`config.mk`:
```
export PLATFORM = sky130hd
export DESIGN_NAME = mode_ctrl
export DESIGN_NICKNAME = d
export VERILOG_FILES = /design/src/rtl/mode_ctrl_pkg.sv /design/src/rtl/mode_ctrl_btn_debounce.sv /design/src/rtl/mode_ctrl.sv
export SDC_FILE = /design/constraint.sdc
export NUM_CORES = 1
export LEC_CHECK = 0
export ABC_AREA = 1
export ABC_CLOCK_PERIOD_IN_PS = 1600
export CAP_MARGIN = 0
export CORE_MARGIN = 2
export CORE_UTILIZATION = 55
export CTS_BUF_LIST = sky130_fd_sc_hd__clkbuf_4 sky130_fd_sc_hd__clkbuf_8
export DETAILED_ROUTE_END_ITERATION = 16
export PLACE_DENSITY = 0.8
export RECOVER_POWER = 100
export SYNTH_ARGS = -nofsm -noshare
export SYNTH_HDL_FRONTEND = slang
export SYNTH_HIERARCHICAL = 1
export SYNTH_SLANG_ARGS = --single-unit
```
`constraint.sdc`:
```
create_clock -name clk -period 1.6 [get_ports clk]
set_input_delay 0.24 -clock clk [delete_from_list [all_inputs] [get_ports clk]]
set_output_delay 0.24 -clock clk [all_outputs]
set_load 0.05 [all_outputs]
```
`src/rtl/mode_ctrl_pkg.sv`:
```
// Shared definitions for the clock's front-panel path: mode encodings, button
// width and mode-button index, used by the button mux and the time/alarm blocks.
package mode_ctrl_pkg;

    localparam int BTN_W        = 5;
    localparam int MODE_BIT_DEF = 4;

    typedef enum logic [1:0] {
        MODE_RUN   = 2'b00,
        MODE_ALARM = 2'b01,
        MODE_TIME  = 2'b10
    } mode_e;

    function automatic mode_e next_mode(input mode_e m);
        case (m)
            MODE_RUN:   next_mode = MODE_ALARM;
            MODE_ALARM: next_mode = MODE_TIME;
            default:    next_mode = MODE_RUN;
        endcase
    endfunction

endpackage

```
`src/rtl/mode_ctrl_btn_debounce.sv`:
```
// One button bit: two-flop synchroniser, stable-count debounce and
// rising-edge press detect on the accepted level.
module btn_debounce #(
    parameter int DEBOUNCE_CYC = 1_000_000
) (
    input  logic clk,
    input  logic rst_n,
    input  logic raw,
    output logic level,
    output logic press
);

    localparam int            CW      = $clog2(DEBOUNCE_CYC) + 1;
    localparam logic [CW-1:0] CNT_MAX = CW'(DEBOUNCE_CYC - 1);

    logic          sync1_q, sync2_q;
    logic          stable_q, stable_d;
    logic          prev_q;
    logic [CW-1:0] cnt_q, cnt_d;

    // The >= compare doubles as saturation: the counter can never pass CNT_MAX.
    always_comb begin
        stable_d = stable_q;
        cnt_d    = '0;
        if (sync2_q != stable_q) begin
            if (cnt_q >= CNT_MAX) begin
                stable_d = sync2_q;
            end else begin
                cnt_d = cnt_q + CW'(1);
            end
        end
    end

    always_ff @(posedge clk or negedge rst_n) begin
        if (!rst_n) begin
            sync1_q  <= 1'b0;
            sync2_q  <= 1'b0;
            stable_q <= 1'b0;
            prev_q   <= 1'b0;
            cnt_q    <= '0;
        end else begin
            sync1_q  <= raw;
            sync2_q  <= sync1_q;
            stable_q <= stable_d;
            prev_q   <= stable_q;
            cnt_q    <= cnt_d;
        end
    end

    assign level = stable_q;
    assign press = stable_q & ~prev_q;

endmodule

```
`src/rtl/mode_ctrl.sv`:
```
// Button conditioning plus RUN/ALARM_SET/TIME_SET mode sequencer; drives the
// button-mux select and press pulses registered together so they stay aligned.
module mode_ctrl
    import mode_ctrl_pkg::*;
#(
    parameter int          DEBOUNCE_CYC = 1_000_000,
    parameter int unsigned TIMEOUT_CYC  = 1_500_000_000,
    parameter int          MODE_BIT     = MODE_BIT_DEF
) (
    input  logic             clk,
    input  logic             rst_n,
    input  logic [BTN_W-1:0] button_bus,
    output logic [1:0]       sel,
    output logic [BTN_W-1:0] btn_pulse,
    output logic [BTN_W-1:0] btn_level,
    output logic             timeout_evt
);

    localparam int             TW        = $clog2(TIMEOUT_CYC) + 1;
    localparam logic [TW-1:0]  TCNT_MAX  = TW'(TIMEOUT_CYC - 1);
    localparam logic [BTN_W-1:0] MODE_MASK = BTN_W'(1) << MODE_BIT;

    logic [BTN_W-1:0] press;
    logic [BTN_W-1:0] other_press;
    logic             mode_press;

    mode_e            state_q, state_d;
    logic [BTN_W-1:0] pulse_q, pulse_d;
    logic             evt_q, evt_d;
    logic [TW-1:0]    tcnt_q, tcnt_d;

    generate
        for (genvar gi = 0; gi < BTN_W; gi++) begin : g_db
            btn_debounce #(
                .DEBOUNCE_CYC(DEBOUNCE_CYC)
            ) u_db (
                .clk  (clk),
                .rst_n(rst_n),
                .raw  (button_bus[gi]),
                .level(btn_level[gi]),
                .press(press[gi])
            );
        end
    endgenerate

    assign mode_press  = press[MODE_BIT];
    assign other_press = press & ~MODE_MASK;

    // Timeout outranks every press; a mode press outranks (and drops) the others.
    always_comb begin
        state_d = state_q;
        pulse_d = other_press;
        evt_d   = 1'b0;
        tcnt_d  = '0;
        if (state_q != MODE_RUN && tcnt_q >= TCNT_MAX) begin
            state_d = MODE_RUN;
            evt_d   = 1'b1;
            pulse_d = '0;
        end else begin
            if (state_q != MODE_RUN && press == '0) begin
                tcnt_d = tcnt_q + TW'(1);
            end
            if (mode_press) begin
                state_d = next_mode(state_q);
                pulse_d = '0;
            end
        end
    end

    always_ff @(posedge clk or negedge rst_n) begin
        if (!rst_n) begin
            state_q <= MODE_RUN;
            pulse_q <= '0;
            evt_q   <= 1'b0;
            tcnt_q  <= '0;
        end else begin
            state_q <= state_d;
            pulse_q <= pulse_d;
            evt_q   <= evt_d;
            tcnt_q  <= tcnt_d;
        end
    end

    assign sel         = state_q;
    assign btn_pulse   = pulse_q;
    assign timeout_evt = evt_q;

endmodule

```
==> summary.txt <==
Worst setup path
  • Worst Path Max Fanout: 15
  • Critical path data required time: 1940 ps
  • CP Capture Type: flip-flop
  • R2R depth: 11
  • CP Class: flip-flop to flip-flop
  • Reg-to-reg endpoint: tcnt_q[7]
  • Reg2Reg Setup Slack: -20 ps
  • Worst EP arrival: 1960 ps
  • R2r startpoint: tcnt_q[1]
  • Worst setup SP type: flip-flop

Drt
  • Routed vias/inst: 5.11
  • Wire length per cell: 13.2 um
  • Antenna Nets Post-Route: 0
  • Iter 0 DRT Violations: 466
  • Pre-Repair DR Iteration Count: 5
  • DR vias: 7951
  • DR DRC count: 0
  • Final WL: 20.6 mm

Global routing
  • Initial antenna violation count: 0
  • GRT Util Overall: 22.2%
  • Largest net degree at the start of global routing: 48
  • Gr ovfl total: 0
  • Vias in the first global route: 7462
  • First-pass GRT wire length: 33.3 mm

Status
  • Status: finished with violations
  • Failing checks: negative setup slack

Floorplan
  • Die area: 18700 um^2
  • Starting Density: 56.2%
  • Core ar.: 17200 um^2
  • DIE WIDTH: 137 um
  • # IOs: 20
  • FP Rows: 48
  • Chip Height: 137 um

Yosys
  • Flops & latches, synth: 164
  • Async set or reset register ratio after synthesis: 100%
  • Top cell type's share of synthesized area: 42.4%
  • Number of synthesized flops with an enable pin: 0
  • Post-synth top area cell: dfrtp_1
  • Post-Syn Area: 9680 um^2
  • Main synth FF type: dfrtp_1
  • Syn avg cell area: 7.96 um^2
  • Yosys cell types: 30
  • Ys Warns: 6
  • Synth top area cells: dfrtp_1 42%, nand2_1 12%, nor2_2 8.2%, nor2_1 6.4%, xor2_1 5.9%
  • Seq/Total Area, Yosys: 42.4%
  • Cells after synthesis: 1216

Power and ir drop
  • Leak: 4.87 nW
  • Power Total: 8.36 mW
  • IR drop worst, VDD: 0.000488 V
  • Pwr Density: 727 nW/um^2

STA
  • Final WS setup: -24.9 ps
  • Fin. max-slew vios: 0
  • Clock Skews: 10.3 ps
  • Final-report hold violation count: 0
  • Period utilisation layout: 102%
  • Tmin final: 1620 ps
  • Worst rel slew slack: 27.6%
  • FMAX: 0.615 GHz
  • Final setup vio count: 21
  • Worst slew pin tran: 1090 ps
  • RSZ-0062 raised after global routing: true

Clock tree
  • Clock Pin Slew Worst Setup and Hold Paths: 90 ps
  • CTS tree: done
  • Clock Sinks: 164
  • CTS max path bufs: 2
  • Total number of H-tree levels: 4
  • Num CTS Buffers: 17
  • Clk root buf: clkbuf_8
  • Clock Latency Late Sink: 450 ps

Cells and area
  • N_diodes: 0
  • Post-route design area: 11500 um^2
  • Commonest non-fill, non-tap cell in the layout: nand2_1
  • Area grow syn2layout: 18.8%
  • Final Net Count: 1330
  • Layout cells sized above 1: 30.6%
  • Final Util: 66.7%
  • Commonest cells after routing, fill and taps aside: 290 x nand2_1, 157 x dfrtp_1, 150 x nor2_1

Hold path
  • HP Class: input port to flip-flop
  • Hold path endpoint: g_db[1].u_db/sync1_q
  • Worst hold path depth: 1
  • Min-delay src: button_bus[1]

Placement
  • Placer Congestion: 0.930
  • Area after DPL: 10500 um^2
  • Port buffer count: 18
  • HPWL after detailed placement: 14.4 mm

Run
  • Number of max-cap violations: 0
-- power breakdown --
group          switching [mW]  internal (mW)  leakage [nW]  total [mW]
Sequential             0.0718           4.24          2.21        4.31
Clock                    1.58           1.45         0.200        3.02
Combinational           0.658          0.376          2.45        1.03
Total                    2.30           6.06          4.87        8.36
-- cell type report --
cell class | count | area, um^2
timing repair buffer | 95 | 985
clock buffer | 18 | 248
fill | 1291 | 5740
inverter | 137 | 517
multi-input combinational | 902 | 5200
sequential | 164 | 4110
tap | 225 | 282
clock inverter | 14 | 151
-- worst max-delay path, stage by stage, from the launching register on --
cell     delay, ps
dfrtp_1        370
ha_2           220
nand3_4        100
nor2_4         150
nand2_1         90
nand2_1         80
nand2_1         60
nand2_2        110
nor2_4          50
inv_4           90
buf_12         150
nor2_1          50
-- cell usage after synthesis, types with 16 or more instances --
cell type / number
xor2_1: 65
nand2_2: 16
nand3_2: 27
nor2_2: 127
nand3_1: 51
nand2_1: 297
inv_1: 99
dfrtp_1: 164
inv_2: 38
nor2_4: 31
nor2_1: 165
nor3_1: 30
-- per-stage QoR --
step           setup TNS, ps  setup slack, ps  instances  hold slack [ps]
5_1_grt                -3830             -116       1555              324
3_5_place_dp            -234            -26.7       1492              207
4_1_cts                    0             3.48       1525              198
2_1_floorplan              0             29.4       1217            -55.6
6_report                -312            -24.9       1555              336
3_3_place_gp           -63.0            -12.0       1492              199
-- worst max-delay path by stage --
stage / endpoint / start / depth (start not counted)
3_5_place_dp: tcnt_q[22] / g_db[1].u_db/level / 8
5_1_grt: tcnt_q[7] / tcnt_q[1] / 11
6_report: tcnt_q[7] / tcnt_q[1] / 11
2_1_floorplan: tcnt_q[19] / g_db[2].u_db/level / 8
3_3_place_gp: tcnt_q[24] / g_db[1].u_db/level / 8
4_1_cts: tcnt_q[22] / tcnt_q[0] / 11
-- sequential cells by signal, indices dropped and copies added (netlist names) --
signal and cells:
timeout_evt 1, g_db.u_db/sync2_q 5, tcnt_q 32, sel 2
btn_pulse 4, g_db.u_db/cnt_q 105, g_db.u_db/sync1_q 5, g_db.u_db/prev_q 5
g_db.u_db/level 5
-- metal layers --
layer	track usage (%)	vias to the layer above	part of all wire, %
li1	-	3959	-
met1	30.0	3780	46
met2	36.1	181	49
met3	3.37	31	3.4
met4	8.51	0	2.0
met5	0	-	0
-- cell families after synthesis --
logic type	share of synthesized area [%]
AO/OA/AOI/OAI	2.33
buffers and inverters	6.90
adder cells (fa/ha/maj)	0.776
XOR/XNOR	7.24
AND/OR/NAND/NOR	40.1
flip-flops	42.4
other	0.233
-- what timing repair did --
action / CTS / global route
buffers inserted: 0 / 25
pin swaps: 0 / 24
gates resized for setup: 1 / 77
hold buffers: 1 / 0
endpoints found under the setup margin: 29 / 135
endpoints found under the hold margin: 41 / 0
cloned: 0 / 5
(Power assumes the default switching activity.)
